`config.mk`:
```
export PLATFORM = sky130hd
export DESIGN_NAME = fht_input_loader_flat
export DESIGN_NICKNAME = d
export VERILOG_FILES = /design/src/rtl/fht_input_loader_if.sv /design/src/rtl/fht_input_loader.sv /design/src/flat_wrapper.sv
export SDC_FILE = /design/constraint.sdc
export NUM_CORES = 1
export LEC_CHECK = 0
export ABC_AREA = 1
export CAP_MARGIN = 20
export CORE_MARGIN = 2
export CORE_UTILIZATION = 43
export DETAILED_ROUTE_END_ITERATION = 12
export PLACE_DENSITY = 0.75
export REMOVE_ABC_BUFFERS = 1
export SYNTH_ARGS = -nofsm -noshare
export SYNTH_HDL_FRONTEND = slang
export SYNTH_SLANG_ARGS = --single-unit
```
`constraint.sdc`:
```
create_clock -name iCLK_2 -period 1.28 [get_ports iCLK_2]
set_clock_uncertainty 0.05 [all_clocks]
set_input_delay 0.192 -clock iCLK_2 [delete_from_list [all_inputs] [get_ports iCLK_2]]
set_output_delay 0.192 -clock iCLK_2 [all_outputs]
set_load 0.03 [all_outputs]
```
`src/rtl/fht_input_loader_if.sv`:
```
//==============================================================================
// fht_input_loader_if
//------------------------------------------------------------------------------
// Handshake and bank-write bundle between the sample source, the input loader
// and the FHT control / bank set A.
//   slave  : loader side (fht_input_loader)
//   master : environment side (sample source, FHT control, bank set A)
// Signals:
//   iEN       loader enable
//   iDATA     input sample,        iVALID  sample valid
//   oREADY    loader accepts a sample this cycle
//   iFHT_RDY  FHT control idle flag (high = idle)
//   oSTART    one-cycle start pulse to FHT control
//   oADDR_WR  bank write address,  oDATA_WR  bank write data
//   oWE       one-hot per-bank write enable (bank set A)
//   oBANK_OWN loader owns bank set A write port
//   oBUSY     transform in progress
//   oDONE     one-cycle transform-complete pulse
//==============================================================================
interface fht_input_loader_if #(
    parameter int unsigned A_BIT = 8,
    parameter int unsigned D_BIT = 16
);
    logic             iEN;
    logic [D_BIT-1:0] iDATA;
    logic             iVALID;
    logic             oREADY;
    logic             iFHT_RDY;
    logic             oSTART;
    logic [A_BIT-1:0] oADDR_WR;
    logic [D_BIT-1:0] oDATA_WR;
    logic [3:0]       oWE;
    logic             oBANK_OWN;
    logic             oBUSY;
    logic             oDONE;

    modport slave (
        input  iEN, iDATA, iVALID, iFHT_RDY,
        output oREADY, oSTART, oADDR_WR, oDATA_WR, oWE, oBANK_OWN, oBUSY, oDONE
    );

    modport master (
        output iEN, iDATA, iVALID, iFHT_RDY,
        input  oREADY, oSTART, oADDR_WR, oDATA_WR, oWE, oBANK_OWN, oBUSY, oDONE
    );
endinterface

```
`src/rtl/fht_input_loader.sv`:
```
//==============================================================================
// fht_input_loader
//------------------------------------------------------------------------------
// Loads one frame of N = 4*2^A_BIT samples into the four bank-set-A RAMs,
// then starts the FHT control and follows the transform to completion.
//
// Ports:
//   iCLK_2  system clock, rising edge
//   iRESET  asynchronous, active-low reset
//   bus     fht_input_loader_if.slave (handshake, bank write port, status)
//
// Configuration macro:
//   FHT_LOADER_BITREV_EN  defined   -> samples stored in bit-reversed order
//                         undefined -> samples stored in natural order
//
// All outputs are registered; a bank write appears one cycle after its accept.
//==============================================================================
module fht_input_loader #(
    parameter int unsigned A_BIT = 8,
    parameter int unsigned D_BIT = 16
) (
    input  logic               iCLK_2,
    input  logic               iRESET,
    fht_input_loader_if.slave  bus
);

    localparam int unsigned C_BIT = A_BIT + 2;

    typedef enum logic [2:0] {
        S_IDLE,
        S_LOAD,
        S_START,
        S_WAIT_BUSY,
        S_WAIT_DONE
    } state_t;

    state_t           r_state;
    logic [C_BIT-1:0] r_cnt;
    logic             r_ready;
    logic             r_start;
    logic [A_BIT-1:0] r_addr;
    logic [D_BIT-1:0] r_data;
    logic [3:0]       r_we;
    logic             r_bank_own;
    logic             r_busy;
    logic             r_done;

    logic [C_BIT-1:0] w_pos;
    logic             w_accept;
    logic             w_last;

    // Sample position in the bank array: bank = w_pos[1:0], address = upper bits.
`ifdef FHT_LOADER_BITREV_EN
    always_comb begin
        w_pos = '0;
        for (int unsigned i = 0; i < C_BIT; i++) begin
            w_pos[i] = r_cnt[C_BIT-1-i];
        end
    end
`else
    assign w_pos = r_cnt;
`endif

    assign w_accept = (r_state == S_LOAD) && r_ready && bus.iVALID;
    assign w_last   = (r_cnt == '1);

    always_ff @(posedge iCLK_2 or negedge iRESET) begin
        if (!iRESET) begin
            r_state    <= S_IDLE;
            r_cnt      <= '0;
            r_ready    <= 1'b0;
            r_start    <= 1'b0;
            r_addr     <= '0;
            r_data     <= '0;
            r_we       <= '0;
            r_bank_own <= 1'b0;
            r_busy     <= 1'b0;
            r_done     <= 1'b0;
        end else begin
            r_we    <= '0;
            r_start <= 1'b0;
            r_done  <= 1'b0;

            unique case (r_state)
                S_IDLE: begin
                    if (bus.iEN) begin
                        r_state    <= S_LOAD;
                        r_ready    <= 1'b1;
                        r_bank_own <= 1'b1;
                    end
                end

                S_LOAD: begin
                    if (w_accept) begin
                        r_we   <= 4'b0001 << w_pos[1:0];
                        r_addr <= w_pos[C_BIT-1:2];
                        r_data <= bus.iDATA;
                        r_cnt  <= r_cnt + 1'b1;
                        // Bank ownership stays up one more cycle so the final
                        // registered write still lands while we own the port.
                        if (w_last) begin
                            r_state <= S_START;
                            r_ready <= 1'b0;
                            r_busy  <= 1'b1;
                        end
                    end
                end

                S_START: begin
                    r_bank_own <= 1'b0;
                    if (bus.iFHT_RDY) begin
                        r_start <= 1'b1;
                        r_state <= S_WAIT_BUSY;
                    end
                end

                S_WAIT_BUSY: begin
                    // A ready flag still high here is the pre-start idle level,
                    // not completion; wait until the control has gone busy.
                    if (!bus.iFHT_RDY) begin
                        r_state <= S_WAIT_DONE;
                    end
                end

                S_WAIT_DONE: begin
                    if (bus.iFHT_RDY) begin
                        r_done     <= 1'b1;
                        r_busy     <= 1'b0;
                        r_state    <= bus.iEN ? S_LOAD : S_IDLE;
                        r_ready    <= bus.iEN;
                        r_bank_own <= bus.iEN;
                    end
                end

                default: begin
                    r_state <= S_IDLE;
                end
            endcase
        end
    end

    assign bus.oREADY    = r_ready;
    assign bus.oSTART    = r_start;
    assign bus.oADDR_WR  = r_addr;
    assign bus.oDATA_WR  = r_data;
    assign bus.oWE       = r_we;
    assign bus.oBANK_OWN = r_bank_own;
    assign bus.oBUSY     = r_busy;
    assign bus.oDONE     = r_done;

endmodule

```
`src/flat_wrapper.sv`:
```
// flat-port wrapper written by rule: the top's interface ports become plain ports
module fht_input_loader_flat 
#(
    parameter int unsigned A_BIT = 8,
    parameter int unsigned D_BIT = 16
)
  (iCLK_2, iRESET, bus_iEN, bus_iDATA, bus_iVALID, bus_iFHT_RDY, bus_oREADY, bus_oSTART, bus_oADDR_WR, bus_oDATA_WR, bus_oWE, bus_oBANK_OWN, bus_oBUSY, bus_oDONE);
  fht_input_loader_if #(.A_BIT(A_BIT), .D_BIT(D_BIT)) bus_i ();
  input  logic iCLK_2;
  input  logic iRESET;
  input wire logic [$bits(bus_i.iEN)-1:0] bus_iEN;
  input wire logic [$bits(bus_i.iDATA)-1:0] bus_iDATA;
  input wire logic [$bits(bus_i.iVALID)-1:0] bus_iVALID;
  input wire logic [$bits(bus_i.iFHT_RDY)-1:0] bus_iFHT_RDY;
  output wire logic [$bits(bus_i.oREADY)-1:0] bus_oREADY;
  output wire logic [$bits(bus_i.oSTART)-1:0] bus_oSTART;
  output wire logic [$bits(bus_i.oADDR_WR)-1:0] bus_oADDR_WR;
  output wire logic [$bits(bus_i.oDATA_WR)-1:0] bus_oDATA_WR;
  output wire logic [$bits(bus_i.oWE)-1:0] bus_oWE;
  output wire logic [$bits(bus_i.oBANK_OWN)-1:0] bus_oBANK_OWN;
  output wire logic [$bits(bus_i.oBUSY)-1:0] bus_oBUSY;
  output wire logic [$bits(bus_i.oDONE)-1:0] bus_oDONE;
  assign bus_i.iEN = bus_iEN;
  assign bus_i.iDATA = bus_iDATA;
  assign bus_i.iVALID = bus_iVALID;
  assign bus_i.iFHT_RDY = bus_iFHT_RDY;
  assign bus_oREADY = bus_i.oREADY;
  assign bus_oSTART = bus_i.oSTART;
  assign bus_oADDR_WR = bus_i.oADDR_WR;
  assign bus_oDATA_WR = bus_i.oDATA_WR;
  assign bus_oWE = bus_i.oWE;
  assign bus_oBANK_OWN = bus_i.oBANK_OWN;
  assign bus_oBUSY = bus_i.oBUSY;
  assign bus_oDONE = bus_i.oDONE;
  fht_input_loader #(.A_BIT(A_BIT), .D_BIT(D_BIT)) u_core (.iCLK_2(iCLK_2), .iRESET(iRESET), .bus(bus_i));
endmodule
```
==> results.sh <==
export IMPL_setup_viol_count_final=36
export IMPL_crit_fanout=6
export IMPL_synth_enable_flop_cells=0
export IMPL_path_common_cell="inv_2"
export IMPL_drt_initial_drc_count=179
export IMPL_netlist_area_leader_share=0.580
export IMPL_worst_setup_path_start_kind="flip-flop"
export IMPL_routed_wirelength_mm=4.98
export IMPL_synth_seq_cells=46
export IMPL_critPathTopFamily="buffers and inverters"
export IMPL_place_ws_ns=-0.290
export IMPL_ant_nets=0
export IMPL_cts_buffer_depth=2
export IMPL_clkSinkCount=46
export IMPL_gp_congestion=0.875
export IMPL_fin_area_sq_mm=0.00308
export IMPL_slew_headroom=0.803
export IMPL_min_path_type="primary input to asynchronous set/reset pin"
export IMPL_core_area_sq_mm=0.00441
export IMPL_finalHoldViolCount=0
export IMPL_route_detailed_drc=0
export IMPL_synth_most_common_cell="nand2_1"
export IMPL_drv_cap=0
export IMPL_status="finished with violations"
export IMPL_syn_inst=229
export IMPL_num_rows=24
export IMPL_root_buffer="clkbuf_8"
export IMPL_synth_area_per_cell_sq_um=8.67
export IMPL_period_minus_slack_ns=1.35
export IMPL_grtUsageTotal=0.188
export IMPL_fp_dieW_um=71.9
export IMPL_powerDensity_mw_per_mm2=2160
export IMPL_io_buffers=53
export IMPL_path_clk_slew_ns=0.09
export IMPL_yosysTopAreaCell="dfrtp_1"
export IMPL_fin_hold_ws_ns=0.334
export IMPL_cp_slowest_cell="dfrtp_1"
export IMPL_cp_end_kind="flip-flop"
export IMPL_rsz0062_at_grt="true"
export IMPL_async_flop_share=1.00
export IMPL_path_class="flip-flop to flip-flop"
export IMPL_slowest_delay_ns=0.42
export IMPL_worst_pin_slew_ns=0.297
export IMPL_routed_via_density=4.83
export IMPL_ys_seq_area_frac=0.580
export IMPL_area_growth_synth_to_final_pct=55.1
export IMPL_initial_core_util=0.450
export IMPL_cp_required_ns=1.44
export IMPL_synth_cell_types=22
export IMPL_drtPass1Iterations=4
export IMPL_grt_pass1_vias=1697
export IMPL_avgRoutedWirePerCell_um=13.3
export IMPL_dieHeight_um=71.9
export IMPL_tritoncts_num_buffers=5
export IMPL_total_power_mw=6.63
export IMPL_htreeDepth=2
export IMPL_synthFlopType="dfrtp_1"
export IMPL_violations="negative setup slack"
export IMPL_synth_common_cells="nand2_1, dfrtp_1, nor2_1, inv_1, nand3_1"
export IMPL_cts_tree="done"
export IMPL_drv_slew=0
export IMPL_pin_count=54
export IMPL_clock_latency_ns=0.31
export IMPL_drive_gt1_frac=0.341
export IMPL_syn_area_sq_mm=0.00198
export IMPL_synthTopCellsByArea="dfrtp_1, nand2_1, nor2_1, inv_1, nand3_1"
export IMPL_grt_pass1_wl_mm=7.63
export IMPL_grt_max_degree=47
export IMPL_synth_warnings=0
export IMPL_antenna_found_initial=0
export IMPL_n_antenna_cell=0
export IMPL_leakagePower_nw=1.59
export IMPL_fmax_mhz=738
export IMPL_die_area_sq_mm=0.00517
export IMPL_worst_path_buf_inv=4
export IMPL_place_area_sq_mm=0.00275
export IMPL_path_cells="inv_2 -> nand3_4 -> buf_6 -> inv_2 -> nand2_2 -> buf_4 -> nand3_1 -> nand2_1"
export IMPL_ir_drop_mv=1.16
export IMPL_final_nets=347
export IMPL_hpwl_mm=2.99
export IMPL_period_share=1.06
export IMPL_final_util=0.697
export IMPL_vias=1810
export IMPL_overflow=0
export IMPL_setup_slack_ns=-0.0743
export IMPL_cp_arrival_ns=1.51
area by class of cell:
type	instances	area [sq um]
clock inverter	3	21.3
clock buffer	5	68.8
multi-input combinational	156	816
sequential	46	1150
tap	52	65.1
timing repair buffer	92	873
fill	337	1340
inverter	21	81.3
logic make-up after synthesis:
group | count (synthesis) | share of synthesized area
xor+xnor | 7 | 0.0309
flops | 46 | 0.580
fa+ha+maj | 4 | 0.0252
simple gates | 132 | 0.269
buf+inv | 27 | 0.0580
compound gates | 13 | 0.0372
metrics by stage:
step	std cells	setup TNS (ns)
6_report	375	-1.26
5_1_grt	375	-3.72
4_1_cts	367	-0.275
3_5_place_dp	354	-8.27
3_3_place_gp	354	-7.33
2_1_floorplan	223	-14.62
state kept, by name (all words and copies together) (netlist names):
signal                cells
u_core.bus.oADDR_WR       8
u_core.bus.oBANK_OWN      1
u_core.bus.oBUSY          1
u_core.bus.oDATA_WR      16
u_core.bus.oDONE          1
u_core.bus.oREADY         1
u_core.bus.oSTART         1
u_core.bus.oWE            4
u_core.r_cnt             10
u_core.r_state            3
report_power, final:
part	leakage (nW)	total, mW	internal (mW)	switching (mW)
Clock	0.0441	0.894	0.384	0.510
Combinational	0.967	3.48	1.47	2.00
Sequential	0.574	2.26	1.94	0.319
Total	1.59	6.63	3.80	2.83
worst register-to-register path: stages, from the launching register on:
cell	delay, ns
dfrtp_1	0.42
inv_2	0.10
nand3_4	0.10
buf_6	0.14
inv_2	0.06
nand2_2	0.11
buf_4	0.16
nand3_1	0.06
nand2_1	0.05
layer usage:
layer,track usage,up-vias,wire length (um)
met5,0,-,0
met4,0.0671,0,137
met3,0.0583,16,358
met2,0.310,70,2320
met1,0.236,831,2160
li1,-,893,-
path summary, 6_finish.rpt:
check / cells after the start / slack [ns] / to / startpoint
setup / recovery: 8 / -0.07 / u_core.r_state[2] / u_core.r_state[2]
hold / removal: 3 / 0.33 / u_core.bus.oDATA_WR[4] / iRESET
setup reg to reg: 8 / -0.07 / u_core.r_state[2] / u_core.r_state[2]
hold reg to reg: 2 / 0.43 / u_core.bus.oDATA_WR[6] / u_core.bus.oDATA_WR[6]
max in group asynchronous: 3 / 0.62 / u_core.r_state[0] / iRESET
min in group iCLK_2: 3 / 0.37 / u_core.bus.oDATA_WR[12] / bus_iDATA[12]
what timing repair did:
| action | in CTS | in global routing |
|---|---|---|
| pin swaps | 3 | 12 |
| resized for setup | 70 | 30 |
| gates cloned | 0 | 1 |
| endpoints found under the setup margin | 58 | 46 |
| hold endpoints to repair | 46 | 0 |
| setup buffers | 4 | 7 |
| hold buffers | 1 | 0 |
cells in the final DEF (no fill, tap or decap), drive strengths merged:
| cell | instances |
|---|---|
| nand2 | 96 |
| buf | 50 |
| dfrtp | 46 |
| nor2 | 21 |
| inv | 20 |
| clkdlybuf4s50 | 19 |
| clkdlybuf4s15 | 16 |
| nand3 | 12 |
| clkbuf | 11 |
| o21ai | 8 |
| xor2 | 5 |
| ha | 4 |
| clkinv | 3 |
| nand3b | 2 |
| xnor2 | 2 |
| o22ai | 2 |
| o21a | 1 |
| o2111ai | 1 |
| a21oi | 1 |
| nand4 | 1 |
| clkinvlp | 1 |
| dlygate4sd3 | 1 |
No activity file was read; power rests on OpenSTA's default activity.
